**src/rtl/bp_adh_pkg.sv**
```systemverilog
// rtl/bp_adh_pkg.sv - shared constants and FSM encoding for the BP estimator
package bp_adh_pkg;

  localparam logic [5:0] BP_LO      = 6'd20;
  localparam logic [5:0] BP_HI      = 6'd45;
  localparam logic [8:0] ADH_CLAMP  = 9'd100;
  localparam logic [8:0] ADH_OFFSET = 9'd180;

  localparam logic [1:0] TREND_FLAT = 2'b00;
  localparam logic [1:0] TREND_UP   = 2'b01;
  localparam logic [1:0] TREND_DOWN = 2'b10;

  typedef enum logic {
    COLLECT = 1'b0,
    PRESENT = 1'b1
  } state_t;

endpackage

```
**src/rtl/adh_to_bp.sv**
```systemverilog
// rtl/adh_to_bp.sv - combinational per-sample ADH to BP mapping with clamp flags
module adh_to_bp
  import bp_adh_pkg::*;
(
  input  logic [8:0] adh,
  output logic [5:0] bp,
  output logic       clamp_lo,
  output logic       clamp_hi
);

  always_comb begin
    clamp_lo = (adh >= ADH_CLAMP);
    clamp_hi = (adh == 9'd0);
    if (clamp_lo) begin
      bp = BP_LO;
    end else if (clamp_hi) begin
      bp = BP_HI;
    end else begin
      // divide by four as a shift; 180-adh fits 8 bits for adh in 1..99
      bp = 6'((ADH_OFFSET - adh) >> 2);
    end
  end

endmodule

```
**src/rtl/bp_estimator.sv**
```systemverilog
// rtl/bp_estimator.sv - windowed BP average from ADH samples; trend output under BP_EST_TREND_EN
module bp_estimator
  import bp_adh_pkg::*;
#(
  parameter int AVG_LOG2 = 2
) (
  input  logic       clk,
  input  logic       rst_n,
  input  logic [8:0] adh_in,
  input  logic       adh_valid,
  output logic       adh_ready,
  output logic [8:0] bp_out,
  output logic       bp_valid,
  input  logic       bp_ready,
  output logic       sat_lo,
  output logic       sat_hi
`ifdef BP_EST_TREND_EN
  ,
  output logic [1:0] bp_trend
`endif
);

  localparam int ACC_W = 9 + AVG_LOG2;
  localparam int CNT_W = AVG_LOG2 + 1;
  localparam logic [CNT_W-1:0] LAST = CNT_W'((1 << AVG_LOG2) - 1);

  state_t             state;
  logic [ACC_W-1:0]   acc;
  logic [ACC_W-1:0]   acc_sum;
  logic [CNT_W-1:0]   cnt;
  logic               win_lo;
  logic               win_hi;
  logic [5:0]         s_bp;
  logic               s_lo;
  logic               s_hi;
  logic [8:0]         avg;
  logic               take;

`ifdef BP_EST_TREND_EN
  logic [8:0]         prev_avg;
  logic               first_win;
`endif

  adh_to_bp u_map (
    .adh      (adh_in),
    .bp       (s_bp),
    .clamp_lo (s_lo),
    .clamp_hi (s_hi)
  );

  assign take    = (state == COLLECT) && adh_valid && adh_ready;
  assign acc_sum = acc + ACC_W'(s_bp);
  assign avg     = 9'(acc_sum >> AVG_LOG2);

  always_ff @(posedge clk or negedge rst_n) begin
    if (!rst_n) begin
      state     <= COLLECT;
      acc       <= '0;
      cnt       <= '0;
      win_lo    <= 1'b0;
      win_hi    <= 1'b0;
      adh_ready <= 1'b0;
      bp_out    <= '0;
      bp_valid  <= 1'b0;
      sat_lo    <= 1'b0;
      sat_hi    <= 1'b0;
`ifdef BP_EST_TREND_EN
      bp_trend  <= TREND_FLAT;
      prev_avg  <= '0;
      first_win <= 1'b1;
`endif
    end else begin
      case (state)
        COLLECT: begin
          adh_ready <= 1'b1;
          if (take) begin
            if (cnt == LAST) begin
              // window complete: the final sample is folded straight into the result
              state     <= PRESENT;
              adh_ready <= 1'b0;
              bp_valid  <= 1'b1;
              bp_out    <= avg;
              sat_lo    <= win_lo | s_lo;
              sat_hi    <= win_hi | s_hi;
              acc       <= acc_sum;
`ifdef BP_EST_TREND_EN
              if (first_win)           bp_trend <= TREND_FLAT;
              else if (avg > prev_avg) bp_trend <= TREND_UP;
              else if (avg < prev_avg) bp_trend <= TREND_DOWN;
              else                     bp_trend <= TREND_FLAT;
              prev_avg  <= avg;
              first_win <= 1'b0;
`endif
            end else begin
              acc    <= acc_sum;
              cnt    <= cnt + 1'b1;
              win_lo <= win_lo | s_lo;
              win_hi <= win_hi | s_hi;
            end
          end
        end
        PRESENT: begin
          if (bp_ready) begin
            state     <= COLLECT;
            bp_valid  <= 1'b0;
            adh_ready <= 1'b1;
            sat_lo    <= 1'b0;
            sat_hi    <= 1'b0;
            acc       <= '0;
            cnt       <= '0;
            win_lo    <= 1'b0;
            win_hi    <= 1'b0;
          end
        end
      endcase
    end
  end

endmodule

```
**config.mk**
```make
export PLATFORM = sky130hd
export DESIGN_NAME = bp_estimator
export DESIGN_NICKNAME = d
export VERILOG_FILES = /design/src/rtl/bp_adh_pkg.sv /design/src/rtl/adh_to_bp.sv /design/src/rtl/bp_estimator.sv
export SDC_FILE = /design/constraint.sdc
export NUM_CORES = 1
export LEC_CHECK = 0
export CORE_ASPECT_RATIO = 1.75
export CORE_MARGIN = 8
export CORE_UTILIZATION = 48
export DETAILED_ROUTE_END_ITERATION = 8
export GPL_TIMING_DRIVEN = 0
export PLACE_DENSITY = 0.73
export SLEW_MARGIN = 10
export SYNTH_ARGS = -nofsm -noshare
export SYNTH_HDL_FRONTEND = slang
export SYNTH_SLANG_ARGS = --single-unit
```
**constraint.sdc**
```tcl
create_clock -name clk -period 1.7 [get_ports clk]
set_input_delay 0.17 -clock clk [delete_from_list [all_inputs] [get_ports clk]]
set_output_delay 0.17 -clock clk [all_outputs]
set_load 0.01 [all_outputs]
```
# After elaboration in Yosys (flattened, before gate mapping)
# Index checks and enable logic that the tools add are counted.
[totals]
reg_bits = 30
inputBits = 13
[op_classes]
add_sub_neg = 3
magnitude_cmp = 1
n_eq_ne = 5
muxes = 33
bitwise = 3
reduce_logical = 7
[op_table]
columns = ["op", "n"]
rows = [
  ["2-to-1 mux 11 bit", 2],
  ["case mux 11 bit (2 select lines)", 1],
  ["2-to-1 mux 1 bit", 17],
  ["case mux 1 bit (2 select lines)", 7],
  ["2-to-1 mux 6 bit", 2],
  ["adder 11 x 6 -> 11 bit", 1],
  ["greater-or-equal comparator 9 x 7 -> 1 bit, second input constant", 1],
  ["zero test 9 bit", 1],
  ["2-to-1 mux 3 bit", 3],
  ["AND reduction 3 bit", 3],
  ["subtractor 8 bit, first input constant", 1],
  ["inequality test 2 bit, second input constant", 3],
  ["case mux 3 bit (2 select lines)", 1],
  ["adder 3 x 1 -> 3 bit, second input constant", 1],
  ["equality test 3 x 2 -> 1 bit, second input constant", 1],
  ["logical AND 1 bit", 2],
  ["inequality test 2 x 1 -> 1 bit, second input constant", 1],
  ["bitwise OR 1 bit", 2],
  ["AND reduction 2 bit", 1],
  ["inverter 1 bit", 1],
]

# Longest topological paths before layout
[depth]
ltp_word = 6
mapped_depth = 11

# Cells and area by module
# From an unflattened synthesis, not the netlist that was laid out.
[unflattened]
cells_unflattened = 192
area_unflattened_um2 = 1788.0
[modules_own_cells]
columns = ["module", "instances", "cells_each", "area_per_inst_um2", "seq_area_each_um2"]
rows = [
  ["bp_estimator", 1, 172, 1635.3, 750.7],
  ["adh_to_bp", 1, 20, 152.6, 0.0],
]

# Least setup slack after synthesis
# OpenSTA, ideal clock, no wires.
[synth_path]
kind = "input -> register"
start = "input adh_in[3]"
end = "register acc[10]"
setup_ns = 0.128
arrival_time_ns = 2.172
t_required_ns = 1.572
slack_ns = -0.600
cell_stages = 10
n_path_buf = 0
cell_sequence = "or3_1 -> a31o_2 -> a21oi_1 -> o21ai_1 -> ha_1 -> a211oi_2 -> o21bai_1 -> a21o_1 -> a41oi_1 -> a31oi_1"
[synth_via]
elab_chain_cells = 6
elab_cells_between_ends = 8
cone_classes = "2 x add/sub; 1 x order compare; 4 x mux; 1 x reduce/logical"
[synth_rtl]
columns = ["element", "line", "rtl"]
rows = [
  ["from (decl)", "bp_estimator.sv:9", "input logic [8:0] adh_in,"],
  ["subtractor 8 bit or zero test 9 bit (tied branches)", "adh_to_bp.sv:20, adh_to_bp.sv:13", ""],
  ["2-to-1 mux 6 bit", "adh_to_bp.sv:16", "end else if (clamp_hi) begin"],
  ["2-to-1 mux 6 bit *", "adh_to_bp.sv:14", "if (clamp_lo) begin"],
  ["adder 11 x 6 -> 11 bit *", "bp_estimator.sv:52", "assign acc_sum = acc + ACC_W'(s_bp);"],
  ["2-to-1 mux 11 bit *", "bp_estimator.sv:76", "if (take) begin"],
  ["case mux 11 bit (2 select lines) *", "bp_estimator.sv:73", "case (state)"],
  ["to (signal assigned)", "bp_estimator.sv:85", "acc <= acc_sum;"],
  ["to (signal assigned)", "bp_estimator.sv:95", "acc <= acc_sum;"],
  ["to (decl)", "bp_estimator.sv:28", "logic [ACC_W-1:0] acc;"],
]
# Mark *: on every way between the ends. The rest lies on a longest branch, timed or not. The select of a mux whose other input is x is not followed.
# A chain may end at the register's enable or synchronous reset.

# Final worst setup path
[layout_path]
start = "input adh_in[2]"
end = "register acc[6]"
# Same word-level chain as after synthesis.

==> results.py <==
metrics = {
    "die": {
        "start_util_pct": 49.4,
        "die_area_um2": 5670,
        "core_um2": 3360,
        "die_y_um": 93.8,
        "ios": 26,
        "rows": 28,
        "die_w_um": 60.5,
    },
    "logic_synthesis": {
        "yosys-top-cells-area": "dfrtp_1, nand2_1, ha_1",
        "syn-num-nets": 198,
        "yosys_register_bits": 30,
        "synth.distinct_cells": 40,
        "synth_area_leader_cell": "dfrtp_1",
        "yosysWarnings": 0,
        "avgSynthCellArea_um2": 9.43,
        "seq_area_frac_synth_pct": 45.2,
        "synth_top_area_share_pct": 45.2,
        "synth_cells": 176,
        "synth_area_um2": 1660,
    },
    "timing": {
        "finClkSkew_ns": 0.00702,
        "worst_pin_slew_ns": 0.694,
        "timing.hold.ws_ns": 0.346,
        "finalWorstSetupSlack_ns": -0.394,
        "max_freq_mhz": 478,
        "final_max_slew_viol_count": 0,
        "hold_viol_final": 0,
        "period_share_pct": 123,
        "max-slew-margin-rel_pct": 53.7,
        "finalCriticalPeriod_ns": 2.09,
        "setup_violations": 18,
        "rsz0062_at_grt": "yes",
    },
    "worst_setup_path": {
        "crit_path_max_incr_delay_ns": 0.38,
        "endpoint_kind": "flop",
        "r2r_start": "acc[0]",
        "crit_type": "input pin to flop",
        "timing.reg2reg.setup_slack_ns": -0.35,
        "reg2reg_depth": 7,
        "cpMaxStageDelayCell": "or3_4",
        "cp-start-kind": "input pin",
        "cp_top_family": "compound AO/OA/AOI/OAI gates",
        "path_cells": "buf_6, or3_4, a31o_4, a21oi_4, ha_4, fa_2, a211oi_4, o21bai_1, a21o_1, o21ai_1, a22o_1",
        "r2r_end": "acc[10]",
        "crit_path_start": "adh_in[2]",
        "critPathRequiredTime_ns": 1.87,
        "path_max_fanout": 4,
        "cp.arrival_ns": 2.26,
        "cp.buffers_inverters": 1,
    },
    "global_routing": {
        "grt_antenna_before_repair": 0,
        "grt.total_usage_pct": 16.8,
        "grt_remaining_overflow": 0,
        "grt_max_degree": 31,
        "grt_pass1_vias": 1573,
        "grt_first_pass_wirelength_um": 7110,
    },
    "pwr": {
        "seqPwrFrac_pct": 28.3,
        "p_total_mw": 4.01,
        "pwr-share-comb_pct": 49.1,
        "internal-power_mw": 2.54,
        "power.density_nw_per_um2": 1610,
        "vdd_drop_max_uv": 1260,
        "p_sw_share_pct": 36.8,
        "cellLeakagePower_nw": 1.07,
        "power.share.clock_pct": 22.6,
        "power.switching_mw": 1.48,
    },
    "clocking": {
        "clk_path_buf_depth": 2,
        "clock_latency_ns": 0.29,
        "cts_buffers": 5,
        "cts_tree": "yes",
        "root_buffer": "clkbuf_8",
        "cts_max_level": 2,
        "clkTransAtPathRegs_ns": 0.07,
        "clock_sinks": 30,
    },
    "place": {
        "place_area_um2": 2000,
        "finalWeightedCongestion": 0.884,
        "placement.io_buffers": 25,
        "dp_hpwl_um": 2780,
    },
    "detailed_routing": {
        "vias_per_cell": 5.68,
        "avgRoutedWirePerCell_um": 16.6,
        "routed_wirelength_um": 4540,
        "ant_nets": 0,
        "vias": 1552,
        "route.detailed.drc": 0,
        "drtIter0Drc": 38,
        "firstDrtPassIters": 4,
    },
    "status": {
        "violations": "negative setup slack",
        "status": "complete, but fails checks",
    },
    "job": {
        "maxCapViolations": 0,
    },
    "hold_path": {
        "hold_depth": 5,
        "whs_endpoint": "win_hi",
        "hold_path.class": "input pin to flop",
        "min_from": "adh_in[2]",
    },
    "cells_and_area": {
        "fin_nets": 249,
        "final_area_um2": 2490,
        "antennaDiodeCount": 0,
        "area_growth_pct": 50.1,
        "drive_gt1_share_pct": 32.0,
        "post-route-util_pct": 74.1,
        "fill_cells": 240,
    },
}
## worst register-to-register path, delay by kind of cell, from the launching register on
family	cells	cell delay [ns]
adders and majority gates	2	0.58
AOI/OAI and AO/OA	5	0.95
DFF	1	0.41
## worst max-delay path by stage
stage / to / slack [ns] / cells after the start
floorplan: acc[8] / -0.45 / 10
global placement: acc[8] / -1.15 / 11
detailed placement: acc[8] / -1.22 / 11
CTS: acc[8] / -0.38 / 11
global route: acc[6] / -0.49 / 11
finish: acc[6] / -0.39 / 11
## registers in the layout, indices dropped and copies added (netlist names)
name       count
acc           11
adh_ready      1
bp_out         9
bp_valid       1
cnt            3
sat_hi         1
sat_lo         1
state          1
win_hi         1
win_lo         1
## per-stage QoR
stage          setup TNS [ns]  worst slack, ns  instances
4_1_cts                 -4.62           -0.375        272
2_1_floorplan           -5.96           -0.452        176
3_3_place_gp           -18.31            -1.15        246
5_1_grt                 -6.58           -0.486        273
3_5_place_dp           -19.12            -1.22        246
6_report                -5.28           -0.394        273
## cell usage in the layout, fill, tap and decap left out, types with 3 or more instances in the layout
cell type / count
clkbuf_2: 3
nor3_1: 3
inv_1: 3
ha_4: 4
o21ai_2: 5
a21oi_2: 4
buf_4: 12
o21ai_1: 19
nor2_1: 5
nand2_1: 28
xor2_1: 6
buf_2: 4
buf_6: 11
xnor2_1: 3
nor2_4: 3
clkbuf_8: 6
a21oi_1: 7
clkdlybuf4s50_1: 15
dfrtp_1: 30
nand3_1: 6
## area by class of cell
class / count / area [um2] / area share [%]
Sequential cell: 30 / 751 / 30.1
Clock inverter: 2 / 60.1 / 2.41
Buffer: 6 / 40.0 / 1.61
Inverter: 3 / 11.3 / 0.452
Multi-Input combinational cell: 137 / 1090 / 43.9
Tap cell: 45 / 56.3 / 2.26
Clock buffer: 6 / 82.6 / 3.31
Timing Repair Buffer: 44 / 397 / 15.9
## power groups by stage
stage	combinational, mW	clock, mW	sequential (mW)
final	1.97	0.908	1.14
after global routing	2.15	0.941	1.16
after CTS	1.74	0.900	1.13
after detailed placement	1.39	0	1.12
after global placement	1.35	0	1.11
after floorplan	0.916	0	1.13
## kinds of logic after synthesis
kind of cell    synth area share (%)
compound gates                  19.4
xor+xnor                        6.33
mux                            0.603
flops                           45.2
buf+inv                         3.09
fa+ha+maj                       7.23
simple gates                    18.1
## repair_timing
action	in CTS	in global routing
pin swaps	29	24
setup buffers	17	5
hold endpoints to repair	30	0
hold buffers	1	0
gates resized for setup	60	23
setup endpoints to repair	19	18
## metal layers
layer / vias up / track usage (%) / part of all wire, %
met3: 14 / 4.12 / 4.9
li1: 728 / - / -
met4: 0 / 10.4 / 4.7
met5: - / 0 / 0
met2: 48 / 29.7 / 54
met1: 762 / 16.5 / 36
## synth_stat cells
cell,count
a211oi_1,1
a211oi_2,1
a21o_1,2
a21o_2,1
a21oi_1,12
a22o_1,1
a311oi_1,1
a31o_2,1
a31oi_1,2
a41oi_1,1
and2_1,1
and3_1,1
and3b_1,1
buf_2,2
buf_6,2
clkbuf_1,2
dfrtp_1,30
fa_1,1
ha_1,8
inv_1,3
mux2i_1,1
nand2_1,28
nand2b_1,2
nand3_1,8
nand3b_4,1
nand4b_1,2
nor2_1,8
nor2_2,1
nor3_1,3
o211ai_1,1
o21ai_0,13
o21ai_1,12
o21ai_2,1
o21bai_1,2
o31ai_1,2
or2_2,1
or3_1,3
or4_1,1
xnor2_1,5
xor2_1,7
(Power assumes the default switching activity.)
==> RTL edit 1: new RTL, same settings <==
Build with the macro `BP_EST_TREND_EN` defined.
--- a/src/rtl/bp_estimator.sv
+++ b/src/rtl/bp_estimator.sv
@@ -1,3 +1,5 @@
 // rtl/bp_estimator.sv - windowed BP average from ADH samples; trend output under BP_EST_TREND_EN
+`define BP_EST_TREND_EN
+
 module bp_estimator
   import bp_adh_pkg::*;
Function (old outputs only; new: bp_trend): kept (equiv_simple and equiv_induct, registers matched by name and starting in step).
==> RTL edit 1 against the original RTL <==
The run still ends with setup timing left. Worst setup slack lost 1200 ps. Routed wire length rose by 24%. Total power rose by 29%. Fmax fell by 36%. Cell area rose by 16%. Sequential cell count increased by 3. Area after synthesis is 23% higher. Count of clock-buffer cells in the layout is the same. Highest routed layer unchanged.
==> RTL edit 1: results (changes against the original RTL) <==
\begin{tabular}{lr}
\hline
Metric & Value \\
\hline
\multicolumn{2}{l}{\textbf{Outcome}} \\
Status & finished, violations left (unchanged) \\
Failing checks & setup timing (unchanged) \\
\multicolumn{2}{l}{\textbf{Cells and area}} \\
Biggest regs & acc x11, prev\_avg x9, cnt x3 (was acc x11, bp\_out x9, cnt x3) \\
Filler Cells Inserted & 326 (was 240) \\
Net count, final & 307 (was 249) \\
\multicolumn{2}{l}{\textbf{Logic synthesis}} \\
Sequential cell area fraction in the yosys report & 0.405 (was 0.452) \\
Post-synth net total & 250 (was 198) \\
Synth Instances & 219 (was 176) \\
Cell variety after synth & 49 (was 40) \\
\multicolumn{2}{l}{\textbf{STA}} \\
Worst setup margin & -1590 ps (was -394 ps) \\
Number of failing setup endpoints in the final timing report & 20 (was 18) \\
Least-Margin Pin Slew & 745 ps (was 694 ps) \\
\multicolumn{2}{l}{\textbf{Global route}} \\
GR Util All Layers & 0.171 (was 0.168) \\
Vias in the first global route & 1976 (was 1573) \\
Largest net degree at the start of global routing & 34 (was 31) \\
Wire length of the first global-routing pass & 8940 um (was 7110 um) \\
\multicolumn{2}{l}{\textbf{Place}} \\
HPWL after detailed placement & 3460 um (was 2780 um) \\
Worst slack, placed & -2450 ps (was -1220 ps) \\
Placer Congestion & 0.829 (was 0.884) \\
Number of port buffers & 27 (was 25) \\
Placed Cells incl. Taps & 295 (was 246) \\
Post-Place Cell Area & 2400 um2 (was 2000 um2) \\
\multicolumn{2}{l}{\textbf{Drt}} \\
Average wire per standard cell & 17.2 um (was 16.6 um) \\
Number of vias in the routed layout & 1929 (was 1552) \\
DR iter-0 viols & 82 (was 38) \\
\multicolumn{2}{l}{\textbf{Worst setup path}} \\
Launching element of the worst setup path & adh\_in[8] (was adh\_in[2]) \\
Largest stage delay, worst path & 410 ps (was 380 ps) \\
Worst-case register-to-register setup slack & -1200 ps (was -350 ps) \\
\multicolumn{2}{l}{\textbf{Power}} \\
Max rail drop VDD & 1.01 mV (was 1.26 mV) \\
Leakage & 1.31 nW (was 1.07 nW) \\
\hline
\end{tabular}
==> RTL edit 1: changes by cell type after synthesis, sizes merged, moves of 4 or more <==
cell	unedited run	this run
ha	8	17
inv	3	18
nand3	8	12
o31ai	2	7
a21oi	12	16
nand2	28	24
o21ai	26	19
mux2	0	5
==> RTL edit 1: final cells by class <==
class                           instances  area share
Clock buffer                            6      0.0286
Clock inverter                          2      0.0130
Inverter                               18      0.0234
Sequential cell                        33       0.287
Buffer                                  6      0.0117
Tap cell                               49      0.0213
Multi-Input combinational cell        162       0.462
Timing Repair Buffer                   50       0.153
==> RTL edit 1: repair_timing <==
item	in CTS	in global routing
pin swaps	33	12
gates resized for setup	47	17
endpoints found under the hold margin	32	0
hold buffers	1	0
endpoints found under the setup margin	24	26
setup buffers	18	6
==> RTL edit 1: layer usage <==
metal  vias up  track usage  wire length [um]
li1        893            -                 -
met1       946        0.166              2070
met2        67        0.309              3010
met3        23       0.0318               251
met4         0        0.127               274
met5         -            0                 0
==> RTL edit 1: path summary, 6_finish.rpt <==
check	endpoint	depth (start not counted)
max	bp_trend[1]$_DFFE_PN0P_	15
min	win_hi$_DFFE_PN0P_	6
max reg2reg	bp_trend[1]$_DFFE_PN0P_	12
min reg2reg	bp_trend[0]$_DFFE_PN0P_	2
max in group asynchronous	prev_avg[7]$_DFFE_PN0P_	2
min in group asynchronous	cnt[2]$_DFFE_PN0P_	2
==> RTL edit 1: worst max-delay path, delay by kind of cell <==
kind | cells | cell delay, ps
fa+ha+maj | 2 | 720
compound gates | 6 | 1450
simple gates | 2 | 450
buf+inv | 4 | 600
xor+xnor | 1 | 140
==> RTL edit 1: logic make-up (layout without fill, tap and decap cells) <==
logic type | after synthesis | after routing | synth area share
AND/OR/NAND/NOR | 67 | 67 | 0.161
adder cells (fa/ha/maj) | 18 | 18 | 0.114
buffers and inverters | 24 | 82 | 0.0490
AO/OA/AOI/OAI | 63 | 63 | 0.201
multiplexers | 5 | 5 | 0.0276
flip-flops | 33 | 33 | 0.405
XOR/XNOR | 9 | 9 | 0.0423
==> RTL edit 1: metrics by stage <==
stage | setup TNS (ps) | hold slack (ps)
floorplan | -13130 | -126
global placement | -37360 | 459
detailed placement | -29000 | 289
CTS | -11990 | 350
global route | -14600 | 450
finish | -12880 | 441
==> RTL edit 1: power breakdown <==
part | switching [W] | leakage, nW | internal, W
clock | 0.000326 | 0.0574 | 0.000477
combinational | 0.00156 | 0.837 | 0.00151
sequential | 0.000227 | 0.415 | 0.00107
==> RTL edit 2: new RTL, config.mk and constraints unchanged <==
Made on the original files. Reset style: synchronous (`rst_n`), changed in one clocked block.
--- a/src/rtl/bp_estimator.sv
+++ b/src/rtl/bp_estimator.sv
@@ -53,5 +53,5 @@
   assign avg     = 9'(acc_sum >> AVG_LOG2);
 
-  always_ff @(posedge clk or negedge rst_n) begin
+  always_ff @(posedge clk) begin
     if (!rst_n) begin
       state     <= COLLECT;
Formal check against the unedited RTL: differs if rst_n is asserted again (counterexample within 4 cycles, from zero or initial values and one cycle with rst_n low); with rst_n held inactive, the same outputs for 10 cycles.
==> RTL edit 2 against the original RTL <==
The flow still finishes with violations (setup timing). Via count grew 7.6%. Final cell count grew 7.3%. Fmax grew 7.2%. Sequential share of layout area shrank 4.9 points. Area after synthesis shrank 1.7%. Cell area shrank 4.4%. Routed wire length grew 6.2%. Register-to-register slack gained 250 ps. Critical endpoint is now bp_out[8]$_SDFFE_PN0P_. First-iteration DRC count grew 87%. Count of clock-buffer cells in the layout grew 1. Sequential cell count is the same. Worst setup slack gained 140 ps. Highest routed layer unchanged.
Power is not compared: it rests on default switching activity, and its combinational part moved more than twofold at a synthesized area within 25%.
==> RTL edit 2: results (changes against the original RTL) <==
\begin{tabular}{lr}
\hline
Metric & Value \\
\hline
\multicolumn{2}{l}{\textbf{Outcome}} \\
Status & finished, violations left (unchanged) \\
Failing checks & setup timing (unchanged) \\
\multicolumn{2}{l}{\textbf{Worst setup path}} \\
Launching element of the worst setup path & adh\_in[1] (was adh\_in[2]) \\
CP max stage cell & sky130\_fd\_sc\_hd\_\_fa\_2 (was sky130\_fd\_sc\_hd\_\_or3\_4) \\
Worst reg2reg startpoint & acc[0]\$\_SDFFE\_PN0P\_ (was acc[0]\$\_DFFE\_PN0P\_) \\
Number of cell instances on the worst register-to-register path & 8 (was 7) \\
\multicolumn{2}{l}{\textbf{STA}} \\
Setup TNS & -2870 ps (was -5280 ps) \\
Post-route worst hold slack & 306 ps (was 346 ps) \\
Number of failing setup endpoints in the final timing report & 16 (was 18) \\
Worst setup margin & -253 ps (was -394 ps) \\
\multicolumn{2}{l}{\textbf{Place}} \\
HPWL after detailed placement & 3010 um (was 2780 um) \\
Worst slack, placed & -1060 ps (was -1220 ps) \\
Post-Place Cell Area & 1980 um2 (was 2000 um2) \\
\multicolumn{2}{l}{\textbf{Logic synthesis}} \\
Post-Synth Adder-Cell Area & 0.0736 (was 0.0723) \\
Xor and xnor area share after synthesis & 0.0537 (was 0.0633) \\
FFs w/ async S/R, synth & 0 (was 1.00) \\
Cell variety after synth & 37 (was 40) \\
Top cells by area in the synthesized netlist & sky130\_fd\_sc\_hd\_\_dfxtp\_1 37\%, sky130\_fd\_sc\_hd\_\_a21oi\_1 6.1\%, sky130\_fd\_sc\_hd\_\_ha\_1 6.1\% (was sky130\_fd\_sc\_hd\_\_dfrtp\_1 45\%, sky130\_fd\_sc\_hd\_\_nand2\_1 6.3\%, sky130\_fd\_sc\_hd\_\_ha\_1 6.0\%) \\
Sequential cell area fraction in the yosys report & 0.368 (was 0.452) \\
Post-synthesis mux area share & 0 (was 0.00603) \\
Post-synthesis compound-gate area fraction & 0.225 (was 0.194) \\
\multicolumn{2}{l}{\textbf{Global route}} \\
Wire length of the first global-routing pass & 7360 um (was 7110 um) \\
Met2 Track Usage GR & 0.308 (was 0.297) \\
GR Util All Layers & 0.170 (was 0.168) \\
Largest net degree at the start of global routing & 11 (was 31) \\
\multicolumn{2}{l}{\textbf{Cells and area}} \\
Fraction of cell area in non-clock buffers & 0.187 (was 0.175) \\
Clock buffer count & 7 (was 6) \\
Non-clk invs & 7 (was 3) \\
Number of non-clock buffers in the layout & 51 (was 50) \\
FF+latch area & 601 um2 (was 751 um2) \\
Count of multi-input combinational gates & 152 (was 137) \\
Area of the multi-input gates & 1160 um2 (was 1090 um2) \\
\multicolumn{2}{l}{\textbf{CTS}} \\
Quantity of gates resized following cts & 69 (was 60) \\
Post-CTS Setup Repair Bufs & 14 (was 17) \\
\multicolumn{2}{l}{\textbf{Drt}} \\
DR iter-0 viols & 71 (was 38) \\
Metal2 WL & 2770 um (was 2470 um) \\
Average wire per standard cell & 16.4 um (was 16.6 um) \\
\multicolumn{2}{l}{\textbf{Min path}} \\
Startpoint of the most critical hold path & rst\_n (was adh\_in[2]) \\
\hline
\end{tabular}
==> RTL edit 2: changes by cell type in the layout (fill, tap and decap cells not counted), sizes merged, moves of 3 or more <==
| cell | before | now |
|---|---|---|
| clkbuf | 11 | 15 |
| a31oi | 2 | 6 |
| xor2 | 7 | 4 |
| o21ai | 26 | 16 |
| inv | 3 | 7 |
| nand2 | 28 | 20 |
| nand4 | 0 | 4 |
| dfxtp | 0 | 30 |
| o211ai | 1 | 6 |
| nor2 | 9 | 14 |
| a21oi | 12 | 20 |
| dfrtp | 30 | 0 |
| nor3 | 3 | 7 |
==> RTL edit 2: logic make-up (layout without fill, tap and decap cells) <==
kind of cell / count (synthesis) / in the layout
buffers and inverters: 17 / 66
flip-flops: 30 / 30
AND/OR/NAND/NOR: 75 / 75
AO/OA/AOI/OAI: 58 / 58
XOR/XNOR: 10 / 10
adder cells (fa/ha/maj): 9 / 9
